--- src/rtl/inst_mem_loader_if.sv ---
// Fetch and byte-loader signal bundle for inst_mem_loader.
interface inst_mem_loader_if #(
    parameter int unsigned ADDR_W     = 4,
    parameter int unsigned WORD_BYTES = 4
);
    logic [ADDR_W-1:0]       pc;
    logic [8*WORD_BYTES-1:0] inst;
    logic                    inst_valid;
    logic                    distinct;
    logic                    loader_enable;
    logic                    loader_ready;
    logic [7:0]              loader_data;
    logic                    load_busy;
    logic                    load_done;
    logic [ADDR_W:0]         load_count;
    logic                    load_overflow;
    logic [7:0]              load_sum;

    modport master (
        output pc, loader_enable, loader_ready, loader_data,
        input  inst, inst_valid, distinct, load_busy, load_done,
               load_count, load_overflow, load_sum
    );

    modport slave (
        input  pc, loader_enable, loader_ready, loader_data,
        output inst, inst_valid, distinct, load_busy, load_done,
               load_count, load_overflow, load_sum
    );
endinterface

--- src/rtl/inst_mem_loader.sv ---
// Instruction memory with post-reset fill sweep and a byte-serial loader.
// Optional byte checksum enabled by defining INST_MEM_LOADER_CHECKSUM_EN.
module inst_mem_loader #(
    parameter int unsigned ADDR_W     = 4,
    parameter int unsigned WORD_BYTES = 4,
    parameter bit          BIG_ENDIAN = 1'b1,
    parameter logic [63:0] FILL_WORD  = 64'h0000_0000_0800_0000
) (
    input logic               CLK,
    input logic               reset,
    inst_mem_loader_if.slave  bus
);
    localparam int unsigned DEPTH  = 2 ** ADDR_W;
    localparam int unsigned WORD_W = 8 * WORD_BYTES;
    localparam int unsigned BC_W   = (WORD_BYTES > 1) ? $clog2(WORD_BYTES) : 1;
    localparam logic [WORD_W-1:0] FILL      = FILL_WORD[WORD_W-1:0];
    localparam logic [BC_W-1:0]   LAST_BYTE = BC_W'(WORD_BYTES - 1);

    typedef enum logic [1:0] {CLEAR, IDLE, COLLECT, WRITE} state_e;

    state_e              state_q, state_d;
    logic [ADDR_W-1:0]   clr_idx_q, clr_idx_d;
    logic [BC_W-1:0]     byte_cnt_q, byte_cnt_d;
    logic [ADDR_W:0]     widx_q, widx_d;
    logic [WORD_W-1:0]   word_q, word_d;
    logic                ovf_q, ovf_d;
    logic                done_q, done_d;
    logic                busy_q, busy_d;
    logic [WORD_W-1:0]   inst_q, inst_d;
    logic                inst_valid_q, inst_valid_d;
    logic                distinct_q, distinct_d;
    logic [ADDR_W-1:0]   pc_prev_q, pc_prev_d;
`ifdef INST_MEM_LOADER_CHECKSUM_EN
    logic [7:0]          sum_q, sum_d;
`endif

    logic [WORD_W-1:0]   mem [DEPTH];
    logic                mem_we_c;
    logic [ADDR_W-1:0]   mem_addr_c;
    logic [WORD_W-1:0]   mem_wdata_c;
    logic [BC_W-1:0]     lane_c;

    // Next-state, sweep/loader datapath and fetch pipeline
    always_comb begin
        state_d      = state_q;
        clr_idx_d    = clr_idx_q;
        byte_cnt_d   = byte_cnt_q;
        widx_d       = widx_q;
        word_d       = word_q;
        ovf_d        = ovf_q;
        done_d       = 1'b0;
        mem_we_c     = 1'b0;
        mem_addr_c   = '0;
        mem_wdata_c  = FILL;
`ifdef INST_MEM_LOADER_CHECKSUM_EN
        sum_d        = sum_q;
`endif
        lane_c = BIG_ENDIAN ? (LAST_BYTE - byte_cnt_q) : byte_cnt_q;

        case (state_q)
            CLEAR: begin
                mem_we_c   = 1'b1;
                mem_addr_c = clr_idx_q;
                clr_idx_d  = clr_idx_q + 1'b1;
                if (clr_idx_q == '1) begin
                    state_d   = IDLE;
                    clr_idx_d = '0;
                end
            end
            IDLE: begin
                if (bus.loader_enable) begin
                    state_d    = COLLECT;
                    byte_cnt_d = '0;
                    widx_d     = '0;
                    ovf_d      = 1'b0;
`ifdef INST_MEM_LOADER_CHECKSUM_EN
                    sum_d      = '0;
`endif
                end
            end
            COLLECT: begin
                if (!bus.loader_enable) begin
                    state_d = IDLE;
                    done_d  = 1'b1;
                end else if (bus.loader_ready) begin
                    word_d[{lane_c, 3'b000} +: 8] = bus.loader_data;
`ifdef INST_MEM_LOADER_CHECKSUM_EN
                    sum_d = sum_q + bus.loader_data;
`endif
                    if (byte_cnt_q == LAST_BYTE) begin
                        byte_cnt_d = '0;
                        state_d    = WRITE;
                    end else begin
                        byte_cnt_d = byte_cnt_q + 1'b1;
                    end
                end
            end
            WRITE: begin
                if (!bus.loader_enable) begin
                    state_d = IDLE;
                    done_d  = 1'b1;
                end else begin
                    state_d = COLLECT;
                    // Index stops at DEPTH; further words only flag overflow
                    if (!widx_q[ADDR_W]) begin
                        mem_we_c    = 1'b1;
                        mem_addr_c  = widx_q[ADDR_W-1:0];
                        mem_wdata_c = word_q;
                        widx_d      = widx_q + 1'b1;
                    end else begin
                        ovf_d = 1'b1;
                    end
                end
            end
            default: state_d = CLEAR;
        endcase

        busy_d       = (state_d != IDLE);
        inst_d       = mem[bus.pc];
        inst_valid_d = (state_q == IDLE);
        distinct_d   = (bus.pc != pc_prev_q);
        pc_prev_d    = bus.pc;
    end

    // Control and output registers
    always_ff @(posedge CLK) begin
        if (reset) begin
            state_q      <= CLEAR;
            clr_idx_q    <= '0;
            byte_cnt_q   <= '0;
            widx_q       <= '0;
            word_q       <= '0;
            ovf_q        <= 1'b0;
            done_q       <= 1'b0;
            busy_q       <= 1'b1;
            inst_q       <= '0;
            inst_valid_q <= 1'b0;
            distinct_q   <= 1'b1;
            pc_prev_q    <= '1;
`ifdef INST_MEM_LOADER_CHECKSUM_EN
            sum_q        <= '0;
`endif
        end else begin
            state_q      <= state_d;
            clr_idx_q    <= clr_idx_d;
            byte_cnt_q   <= byte_cnt_d;
            widx_q       <= widx_d;
            word_q       <= word_d;
            ovf_q        <= ovf_d;
            done_q       <= done_d;
            busy_q       <= busy_d;
            inst_q       <= inst_d;
            inst_valid_q <= inst_valid_d;
            distinct_q   <= distinct_d;
            pc_prev_q    <= pc_prev_d;
`ifdef INST_MEM_LOADER_CHECKSUM_EN
            sum_q        <= sum_d;
`endif
        end
    end

    // Storage array; contents are rebuilt by the sweep, so no reset here
    always_ff @(posedge CLK) begin
        if (mem_we_c) mem[mem_addr_c] <= mem_wdata_c;
    end

    assign bus.inst          = inst_q;
    assign bus.inst_valid    = inst_valid_q;
    assign bus.distinct      = distinct_q;
    assign bus.load_busy     = busy_q;
    assign bus.load_done     = done_q;
    assign bus.load_count    = widx_q;
    assign bus.load_overflow = ovf_q;
`ifdef INST_MEM_LOADER_CHECKSUM_EN
    assign bus.load_sum      = sum_q;
`else
    assign bus.load_sum      = 8'h00;
`endif
endmodule

--- src/flat_wrapper.sv ---
// flat-port wrapper written by rule: the top's interface ports become plain ports
module inst_mem_loader_flat 
#(
    parameter int unsigned ADDR_W     = 4,
    parameter int unsigned WORD_BYTES = 4,
    parameter bit          BIG_ENDIAN = 1'b1,
    parameter logic [63:0] FILL_WORD  = 64'h0000_0000_0800_0000
)
  (CLK, reset, bus_pc, bus_loader_enable, bus_loader_ready, bus_loader_data, bus_inst, bus_inst_valid, bus_distinct, bus_load_busy, bus_load_done, bus_load_count, bus_load_overflow, bus_load_sum);
  inst_mem_loader_if #(.ADDR_W(ADDR_W), .WORD_BYTES(WORD_BYTES)) bus_i ();
  input logic CLK;
  input logic reset;
  input wire logic [$bits(bus_i.pc)-1:0] bus_pc;
  input wire logic [$bits(bus_i.loader_enable)-1:0] bus_loader_enable;
  input wire logic [$bits(bus_i.loader_ready)-1:0] bus_loader_ready;
  input wire logic [$bits(bus_i.loader_data)-1:0] bus_loader_data;
  output wire logic [$bits(bus_i.inst)-1:0] bus_inst;
  output wire logic [$bits(bus_i.inst_valid)-1:0] bus_inst_valid;
  output wire logic [$bits(bus_i.distinct)-1:0] bus_distinct;
  output wire logic [$bits(bus_i.load_busy)-1:0] bus_load_busy;
  output wire logic [$bits(bus_i.load_done)-1:0] bus_load_done;
  output wire logic [$bits(bus_i.load_count)-1:0] bus_load_count;
  output wire logic [$bits(bus_i.load_overflow)-1:0] bus_load_overflow;
  output wire logic [$bits(bus_i.load_sum)-1:0] bus_load_sum;
  assign bus_i.pc = bus_pc;
  assign bus_i.loader_enable = bus_loader_enable;
  assign bus_i.loader_ready = bus_loader_ready;
  assign bus_i.loader_data = bus_loader_data;
  assign bus_inst = bus_i.inst;
  assign bus_inst_valid = bus_i.inst_valid;
  assign bus_distinct = bus_i.distinct;
  assign bus_load_busy = bus_i.load_busy;
  assign bus_load_done = bus_i.load_done;
  assign bus_load_count = bus_i.load_count;
  assign bus_load_overflow = bus_i.load_overflow;
  assign bus_load_sum = bus_i.load_sum;
  inst_mem_loader #(.ADDR_W(ADDR_W), .WORD_BYTES(WORD_BYTES), .BIG_ENDIAN(BIG_ENDIAN), .FILL_WORD(FILL_WORD)) u_core (.CLK(CLK), .reset(reset), .bus(bus_i));
endmodule
--- config.mk ---
export PLATFORM = sky130hd
export DESIGN_NAME = inst_mem_loader_flat
export DESIGN_NICKNAME = d
export VERILOG_FILES = /design/src/rtl/inst_mem_loader_if.sv /design/src/rtl/inst_mem_loader.sv /design/src/flat_wrapper.sv
export SDC_FILE = /design/constraint.sdc
export NUM_CORES = 1
export LEC_CHECK = 0
export CAP_MARGIN = 20
export CORE_ASPECT_RATIO = 0.5
export CORE_MARGIN = 4
export CORE_UTILIZATION = 55
export CTS_BUF_LIST = sky130_fd_sc_hd__clkbuf_2 sky130_fd_sc_hd__clkbuf_4 sky130_fd_sc_hd__clkbuf_8
export DETAILED_ROUTE_END_ITERATION = 10
export GPL_TIMING_DRIVEN = 0
export PLACE_DENSITY_LB_ADDON = 0.2
export SLEW_MARGIN = 20
export SYNTH_ARGS = -nofsm -noshare
export SYNTH_HDL_FRONTEND = slang
export SYNTH_SLANG_ARGS = --single-unit
--- constraint.sdc ---
create_clock -name CLK -period 7.5 [get_ports CLK]
set_clock_uncertainty 0.05 [all_clocks]
set_input_delay 1.125 -clock CLK [delete_from_list [all_inputs] [get_ports CLK]]
set_output_delay 1.125 -clock CLK [all_outputs]
set_load 0.05 [all_outputs]
=== Word-level counts from Yosys, hierarchy flattened ===
Memory sizes are Yosys's and may differ from the RTL's. A register that Yosys moved wholly into a read port is not among the register bits.
Cells that the tools add are included.

* Register bits: 54
* Latch bits: 0
* Memory bits (writable): 512
* Bits in read-only memories: 0
* Bits of input ports: 16
* Memories: 1

* Add/subtract/negate cells: 5
* $mul: 0
* Div/mod/pow operators: 0
* Order comparisons: 0
* Equal/unequal tests: 13
* Shifts and indexed selects: 2
* Mux-type cells: 34
* Bitwise operators: 1
* Reduce and logical (&&, ||, !) cells: 10

{| class="wikitable"
|+ Memories
! memory !! words !! width !! rd ports !! clocked after Yosys merged registers in !! write ports !! line !! source
|-
| u_core.mem || 16 || 32 || 1 || 1 || 1 || inst_mem_loader.sv:37 || <nowiki>logic [WORD_W-1:0] mem [DEPTH];</nowiki>
|}

{| class="wikitable"
|+ Operators by type and width
! operator !! number
|-
| $mux 32 || 3
|-
| $bwmux 32 || 1
|-
| $shift 8x7->32 const A || 1
|-
| $shiftx 8x7->32 || 1
|-
| $mux 2 || 10
|-
| $mux 5 || 3
|-
| $mux 4 || 3
|-
| $reduce_and 4->1 || 3
|-
| $ne 2x2->1 const B || 5
|-
| $pmux 5 s2 || 1
|-
| $mux 1 || 8
|-
| $pmux 2 s4 || 1
|-
| $pmux 4 s2 || 1
|-
| $neg 5->7 || 1
|-
| $eq 2x2->1 const B || 3
|-
| $reduce_and 3->1 || 2
|-
| $add 5x1->5 const B || 1
|-
| $add 4x1->4 const B || 1
|-
| $eq 4x4->1 const B || 1
|-
| $ne 2x1->1 const B || 2
|-
| $ne 4x4->1 || 1
|-
| $pmux 1 s2 || 2
|-
| $pmux 2 s2 || 1
|-
| $reduce_bool 2->1 || 2
|-
| 6 further kinds || 7
|}

=== Longest topological paths before layout ===
Gate-level depths: netlist of run 1.

* Word-level depth: 6
* Depth in mapped cells: 8

=== Least setup slack after synthesis of run 1 ===
No wires, ideal clock.

* Path type: in2reg
* Start: input port bus_loader_enable
* End: memory u_core.mem[14][0] (netlist bit) (enable)
* Arrival: 5.218 ns
* Data required time: 6.949 ns
* Path slack: 1.730 ns
* Cell stages on the path: 6
* Buffers on the path: 2
* Cells stage by stage: buf_6 and3b_1 buf_6 a22oi_4 or3b_4 nor4_1

* Cells in the longest elaborated chain, start to end: 4
* Elaborated cells on any way between the ends: 6
* Classes of those cells: 6 x mux

{| class="wikitable"
|+ Ends and longest elaborated chain
! item !! line !! source
|-
| start: declaration || flat_wrapper.sv:14 || <nowiki>input wire logic [$bits(bus_i.loader_enable)-1:0] bus_loader_enable;</nowiki>
|-
| $mux 1 || inst_mem_loader.sv:99 || <nowiki>if (!bus.loader_enable) begin</nowiki>
|-
| $pmux 1 s2 || inst_mem_loader.sv:60 || <nowiki>case (state_q)</nowiki>
|-
| $mux 1 || inst_mem_loader.sv:164 || <nowiki>if (mem_we_c) mem[mem_addr_c] <= mem_wdata_c;</nowiki>
|-
| $mux 1 (not written as such) || inst_mem_loader.sv:164 ||
|-
| end: declaration || inst_mem_loader.sv:37 ||
|}

Parallel ways exist; a longest one is shown, timed or not.

=== Worst setup path after layout of run 1 ===
* Start: register u_core.state_q[1]
* End: memory u_core.mem[0][18] (netlist bit) (enable)

* Cells in the longest elaborated chain, start to end: 4
* Elaborated cells on any way between the ends: 6
* Classes of those cells: 1 x eq/ne; 4 x mux; 1 x reduce/logical

{| class="wikitable"
|+ Ends and longest elaborated chain
! item !! line !! source
|-
| start: declaration || inst_mem_loader.sv:21 || <nowiki>state_e state_q, state_d;</nowiki>
|-
| start signal: assignment || inst_mem_loader.sv:144 || <nowiki>state_q <= state_d;</nowiki>
|-
| $eq 2x2->1 / $logic_not 2->1 (equally long branches) || inst_mem_loader.sv:60 ||
|-
| $pmux 1 s2 || inst_mem_loader.sv:60 ||
|-
| $mux 1 || inst_mem_loader.sv:164 ||
|-
| $mux 1 (not written as such) || inst_mem_loader.sv:164 ||
|}

Parallel ways exist; a longest one is shown, timed or not.

==> results of run 1 <==
[worst max-delay path, cell delays in order (launching register included)]
cell     delay (ps)
dfxtp_1         410
inv_1           120
ha_1            280
buf_4           220
a22oi_4         280
a21oi_1         280
nor4_2          860
buf_4           300
buf_2           180
buf_2           230
buf_2           240
[sequential cells by signal (all words and copies together) (netlist names)]
signal / flops
u_core.bus.load_done: 1
u_core.pc_prev_q: 4
u_core.bus.inst_valid: 1
u_core.word_q: 32
u_core.state_q: 2
u_core.bus.inst: 32
u_core.clr_idx_q: 4
u_core.bus.load_overflow: 1
u_core.byte_cnt_q: 2
u_core.bus.load_count: 5
u_core.mem: 512
u_core.bus.load_busy: 1
u_core.bus.distinct: 1
[metrics by stage]
| step | setup WS (ps) | cell area [um2] | total power [mW] | utilization (%) | cells |
|---|---|---|---|---|---|
| CTS | 3852 | 26500 | 6.622 | 64.76 | 2145 |
| floorplan | 1730 | 23140 | 4.004 | - | 1375 |
| finish | 3740 | 26500 | 6.588 | 64.76 | 2145 |
| global placement | -2401 | 24340 | 4.152 | 59.47 | 1967 |
| global route | 3691 | 26500 | 6.806 | 64.76 | 2145 |
| detailed placement | 3342 | 24880 | 4.175 | 60.79 | 2002 |
[layer usage]
metal / up-vias / part of all wire, %
li1: 5716 / -
met1: 6706 / 41
met2: 647 / 48
met3: 116 / 8.3
met4: 0 / 2.6
met5: - / 0
[cell type report]
class / count / area (um2) / area share, %
repair buffers: 87 / 967.2 / 3.649
clock inverters: 10 / 52.55 / 0.1983
well taps: 540 / 675.6 / 2.549
flip-flops and latches: 598 / 17100 / 64.50
clock buffers: 133 / 1574 / 5.939
plain buffers: 88 / 452.9 / 1.709
inverters: 7 / 26.28 / 0.09914
multi-input cells: 682 / 5659 / 21.35
[power breakdown]
group	total, mW	switching, mW	internal (mW)
logic	0.436	0.291	0.145
registers	3.67	0.0199	3.65
clock network	2.49	1.16	1.32
total	6.59	1.47	5.11
[cells by family (layout without fill, tap and decap cells)]
| group | count (synthesis) | count (layout) | synth area share (%) |
|---|---|---|---|
| other cells | 1 | 8 | 0.01622 |
| simple gates | 270 | 270 | 5.781 |
| xor+xnor | 7 | 7 | 0.2652 |
| compound gates | 178 | 178 | 5.527 |
| mux | 207 | 207 | 11.72 |
| buf+inv | 95 | 325 | 2.073 |
| flops | 598 | 598 | 73.96 |
| fa+ha+maj | 12 | 12 | 0.6495 |
[synth_stat cells (28+ instances only)]
library cell / count
and2_1: 42
a22oi_1: 89
a21oi_1: 40
nor2_1: 28
dfxtp_1: 86
mux4_2: 51
buf_2: 29
nand2_1: 74
clkbuf_1: 37
nand3_1: 88
edfxtp_1: 512
mux2i_1: 156
[worst min path at each step]
stage	from	end	slack, ps
after global routing	u_core.word_q[20]	u_core.word_q[20]	420
after CTS	u_core.word_q[3]	u_core.word_q[3]	400
after detailed placement	u_core.word_q[3]	u_core.word_q[3]	390
after global placement	u_core.word_q[20]	u_core.word_q[20]	390
final	u_core.word_q[10]	u_core.word_q[10]	400
after floorplan	u_core.word_q[27]	u_core.word_q[27]	380
==> metrics.md, run 1 <==
| Metric | Value |
|---|---|
| Status | `finished, final reports clean` |
| Syn_area_per_cell | `16.90 um2` |
| Reg2reg start | `u_core.state_q[1]` |
| DR pass1 iterations | `6` |
| Most used DFF post-synth | `edfxtp_1` |
| Most common cell after layout, fill and taps aside | `edfxtp_1` |
| Initial antenna violation count | `0` |
| Final min period | `3760 ps` |
| Post-Route WL | `around 56000 um` |
| Crit path arrival time | `~4000 ps` |
| RePlAce Congestion | `0.9136` |
| DRC marker count from the first detailed-route iteration | `roughly 1500` |
| Synthesized flop and latch total | `598` |
| Top cell type's share of synthesized area | `66.52%` |
| Clk_lat worst skew | `630 ps` |
| CTS Buf Count | `80` |
| Largest net degree at the start of global routing | `33` |
| Die height | `153.0 um` |
| Vias in the first global route | `13370` |
| R2r worst-path depth | `10` |
| Remaining Overflow, GRT | `0` |
| CP max FO | `10` |
| I/O pin cnt | `66` |
| Fin. Hold Viols | `0` |
| Die Wd | `297.9 um` |
| GR met1 Demand/Resource | `34.10%` |
| Postcts setup bufs | `0` |
| Vias per cell | `6.147` |
| Hold Path Cell Cnt | `2` |
| Post-synthesis async set-or-reset flop share | `0%` |
| Reg-to-reg endpoint | `u_core.mem[0][18]` |
| Clk sinks | `598` |
| R2R Setup Slk | `3740 ps` |
| Layout cells sized above 1 | `18.69%` |
| DIE AREA | `approximately 0.046 mm2` |
| CTS Root Cell | `clkbuf_8` |
| Max rail drop VDD | `0.0001482 V` |
| Final period util | `50.13%` |
| Antenna cell count | `0` |
| Fillers | `2782` |
| CTS Buffer Depth | `3` |
| Core area | `0.04092 mm2` |
| First-pass GRT wire length | `83110 um` |
| Yosys top cell by area | `edfxtp_1` |
| Max-cap viol count | `0` |
| Ys Warns | `0` |
| Setup crit end kind | `flop` |
| GR peak layer | `met2` |
| Lkg Pwr | `9.114 nW` |
| Critical Path RT | `7770 ps` |
| Slew margin rel. | `26.89%` |
| PwrDens | `between 200 and 250 mW/mm2` |
| Drt drc | `0` |
| CP endpoint | `u_core.mem[0][18]` |
| Final setup fails | `0` |
| Setup TNS | `0 ps` |
| Most frequent cells in the layout | `edfxtp_1 (512), mux2i_1 (156), clkbuf_8 (92)` |
| M2 GR Usage | `approximately two fifths` |
| Yosys cell types | `46` |
| Met3 Track Usage GR | `4.252%` |
| ANT nets after route | `0` |
| PortBufs | `52` |
| RSZ-0062 raised after global routing | `false` |
| Synth Instances | `1368` |
| Cell row count | `52` |
| Overall routing resource usage | `between 20% and 30%` |
| CTS clk-pin slew, worst paths | `70 ps` |
| Synth top area cells | `edfxtp_1 (67%), dfxtp_1 (7.4%), mux2i_1 (6.8%), mux4_2 (5.0%), a22oi_1 (2.9%)` |
| Fin nets | `1572` |
| H-tree levels | `3` |
| Layout area overhead | `14.66%` |
| # hold bufs at CTS | `0` |
| TritonCTS clock tree | `built` |
| Critical Path Start | `u_core.state_q[1]` |
| Number of enable flip-flop cells after synthesis | `approximately 510` |
| Post-cts repair resize count | `0` |
| Worst setup SP type | `flop` |
| Hold_ws | `401.8 ps` |
| Register area share after synthesis | `73.96%` |
| Routed len/inst | `approximately 26 um` |
| Critical path class | `flop to flop` |
| Hold WC Path Type | `flop to flop` |
| Highest Clock Rate | `266.0 MHz` |
| Max-slew violation count | `0` |
| Syn Std Cell Area | `around 0.023 mm2` |
| Worst-margin pin slew | `1097 ps` |
| Detail Placement HPWL | `36180 um` |
| Initial core utilization | `a little under three fifths` |
| Vias | `approximately 13000` |
(Power assumes the default switching activity.)
==> run 2, diff against run 1 <==
clock period = 3.8 ns   (was 7.5 ns; I/O delays follow)
==> run 2 against run 1 <==
Compared with the run above:
- core utilization is 0.092 points higher
- cell count hardly changed
- non-clock buffer count is 10 lower
- die area stayed put
- flip-flop and latch count stayed put
- critical endpoint is now u_core.mem[0][30]
==> metrics.md, run 2 (synthesis results as in run 1) <==
| Metric | Value |
|---|---|
| Status | `finished, final reports clean (unchanged)` |
| Net Sw Frac | `23.09% (was 22.38%)` |
| Most common cell after layout, fill and taps aside | `edfxtp_1 (unchanged)` |
| Initial antenna violation count | `1 (was 0)` |
| CTS Buf Count | `81 (was 80)` |
| R2R Setup Slk | `530 ps (was 3740 ps)` |
| Vias | `13150 (was 13190)` |
| CTS clk-pin slew, worst paths | `70 ps (about the same)` |
| Remaining Overflow, GRT | `0 (unchanged)` |
| Fin. Hold Viols | `0 (unchanged)` |
| Slew margin rel. | `25.61% (was 26.89%)` |
| Detail Placement HPWL | `36700 um (was 36180 um)` |
| Overall routing resource usage | `24.68% (was 24.64%)` |
| Most frequent cells in the layout | `edfxtp_1 (512), mux2i_1 (156), clkbuf_8 (90) (was edfxtp_1 (512), mux2i_1 (156), clkbuf_8 (92))` |
| RePlAce Congestion | `0.8651 (was 0.9136)` |
| Layout area overhead | `14.83% (was 14.66%)` |
| Pint | `9.996 mW (was 5.114 mW)` |
| Final WS setup | `529.7 ps (was 3740 ps)` |
| Drt drc | `0 (unchanged)` |
| Hold WC Path Type | `primary input to flop (was flop to flop)` |
| DRC marker count from the first detailed-route iteration | `1423 (was 1527)` |
| Crit path arrival time | `3560 ps (was 4030 ps)` |
| Worst setup SP type | `flop (unchanged)` |
| RSZ-0062 raised after global routing | `false (unchanged)` |
| CTS Buffer Depth | `3 (unchanged)` |
| Initial core utilization | `56.48% (unchanged)` |
| Max reg flops | `512 (unchanged)` |
| Fin nets | `1563 (was 1572)` |
| H-tree levels | `3 (unchanged)` |
| Pre-CTS setup slack | `407.7 ps (was 3342 ps)` |
| Highest Clock Rate | `305.8 MHz (was 266.0 MHz)` |
| NetSw | `3.001 mW (was 1.475 mW)` |
| Layout cells sized above 1 | `17.92% (was 18.69%)` |
| Max-slew violation count | `0 (unchanged)` |
| Cell row count | `52 (unchanged)` |
| # hold bufs at CTS | `0 (unchanged)` |
| Largest net degree at the start of global routing | `33 (unchanged)` |
| I/O pin cnt | `66 (unchanged)` |
| Die height | `153.0 um (unchanged)` |
| Clk sinks | `598 (unchanged)` |
| Critical path class | `flop to flop (unchanged)` |
| CP max FO | `10 (unchanged)` |
| Worst-margin pin slew | `1116 ps (was 1097 ps)` |
| Clk pwr share | `37.7% (about the same)` |
| Seq pwr share | `55.7% (about the same)` |
| Critical Path RT | `4080 ps (was 7770 ps)` |
| CTS Root Cell | `clkbuf_8 (unchanged)` |
| Top reg by flops | `u_core.mem (unchanged)` |
| Non-filler cells, final | `2143 (was 2145)` |
| DR pass1 iterations | `5 (was 6)` |
| Postcts setup bufs | `0 (unchanged)` |
| ANT nets after route | `0 (unchanged)` |
| Hold_ws | `171.7 ps (was 401.8 ps)` |
| Lkg Pwr | `9.068 nW (was 9.114 nW)` |
| DIE AREA | `0.04557 mm2 (unchanged)` |
| Vias per cell | `6.137 (was 6.147)` |
| Max-cap viol count | `0 (unchanged)` |
| Clk_lat worst skew | `650 ps (was 630 ps)` |
| Die Wd | `297.9 um (unchanged)` |
| Setup crit end kind | `flop (unchanged)` |
| Final period util | `86.06% (was 50.13%)` |
| PwrDens | `489.7 mW/mm2 (was 248.6 mW/mm2)` |
| Comb power frac | `6.6% (about the same)` |
| PortBufs | `52 (unchanged)` |
| Post-Route WL | `56100 um (was 55990 um)` |
| TritonCTS clock tree | `built (unchanged)` |
| Max rail drop VDD | `0.0002738 V (was 0.0001482 V)` |
| Final setup fails | `0 (unchanged)` |
| Vias in the first global route | `13220 (was 13370)` |
| Post-cts repair resize count | `0 (unchanged)` |
| Core area | `0.04092 mm2 (unchanged)` |
| Final min period | `3270 ps (was 3760 ps)` |
| Routed len/inst | `26.18 um (was 26.10 um)` |
| First-pass GRT wire length | `82780 um (was 83110 um)` |
| # placed instances | `1992 (was 2002)` |
-- run 2: worst paths after layout --
kind | start | end | cells past startpoint
min reg2reg | u_core.word_q[1] | u_core.word_q[1] | 2
min | bus_loader_enable | u_core.bus.load_count[4] | 3
max reg2reg | u_core.state_q[1] | u_core.mem[0][30] | 6
max | u_core.state_q[1] | u_core.mem[0][30] | 6
-- run 2: power by group through the flow --
stage	clock network [mW]	registers (mW)	logic [mW]
after CTS	4.96	7.24	0.859
final	4.90	7.24	0.858
after global placement	0	7.39	0.801
after floorplan	0	7.50	0.405
after global routing	5.29	7.25	0.898
after detailed placement	0	7.38	0.857
-- run 2: cell type report --
class / instances / area [um2]
flip-flops and latches: 598 / 17100
clock buffers: 121 / 1471
multi-input cells: 682 / 5685
fillers: 2785 / 14380
repair buffers: 77 / 965.9
diodes: 1 / 2.502
clock inverters: 29 / 165.2
inverters: 7 / 26.28
well taps: 540 / 675.6
plain buffers: 88 / 452.9
-- run 2: critical path: stages (launching register included) --
cell      delay [ps]
dfxtp_1          410
inv_1            110
ha_1             360
clkbuf_1         520
a21oi_1          340
nor4_4           800
buf_4            350
-- run 2: routing by layer --
metal	global-route usage, %	part of all wire [%]	vias up
met5	0	0	-
met4	6.329	2.3	0
met3	5.301	9.8	106
met2	40.19	47	687
met1	34.47	40	6652
li1	-	-	5707
-- run 2: stage by stage --
stage          setup TNS (ps)  cell area, um2  power [mW]  utilization [%]
3_3_place_gp          -588290           24360       8.187            59.51
5_1_grt                     0           26540       13.44            64.85
3_5_place_dp                0           24900       8.238            60.85
6_report                    0           26540       13.00            64.86
2_1_floorplan           -6640           23160       7.902                -
4_1_cts                     0           26540       13.05            64.85
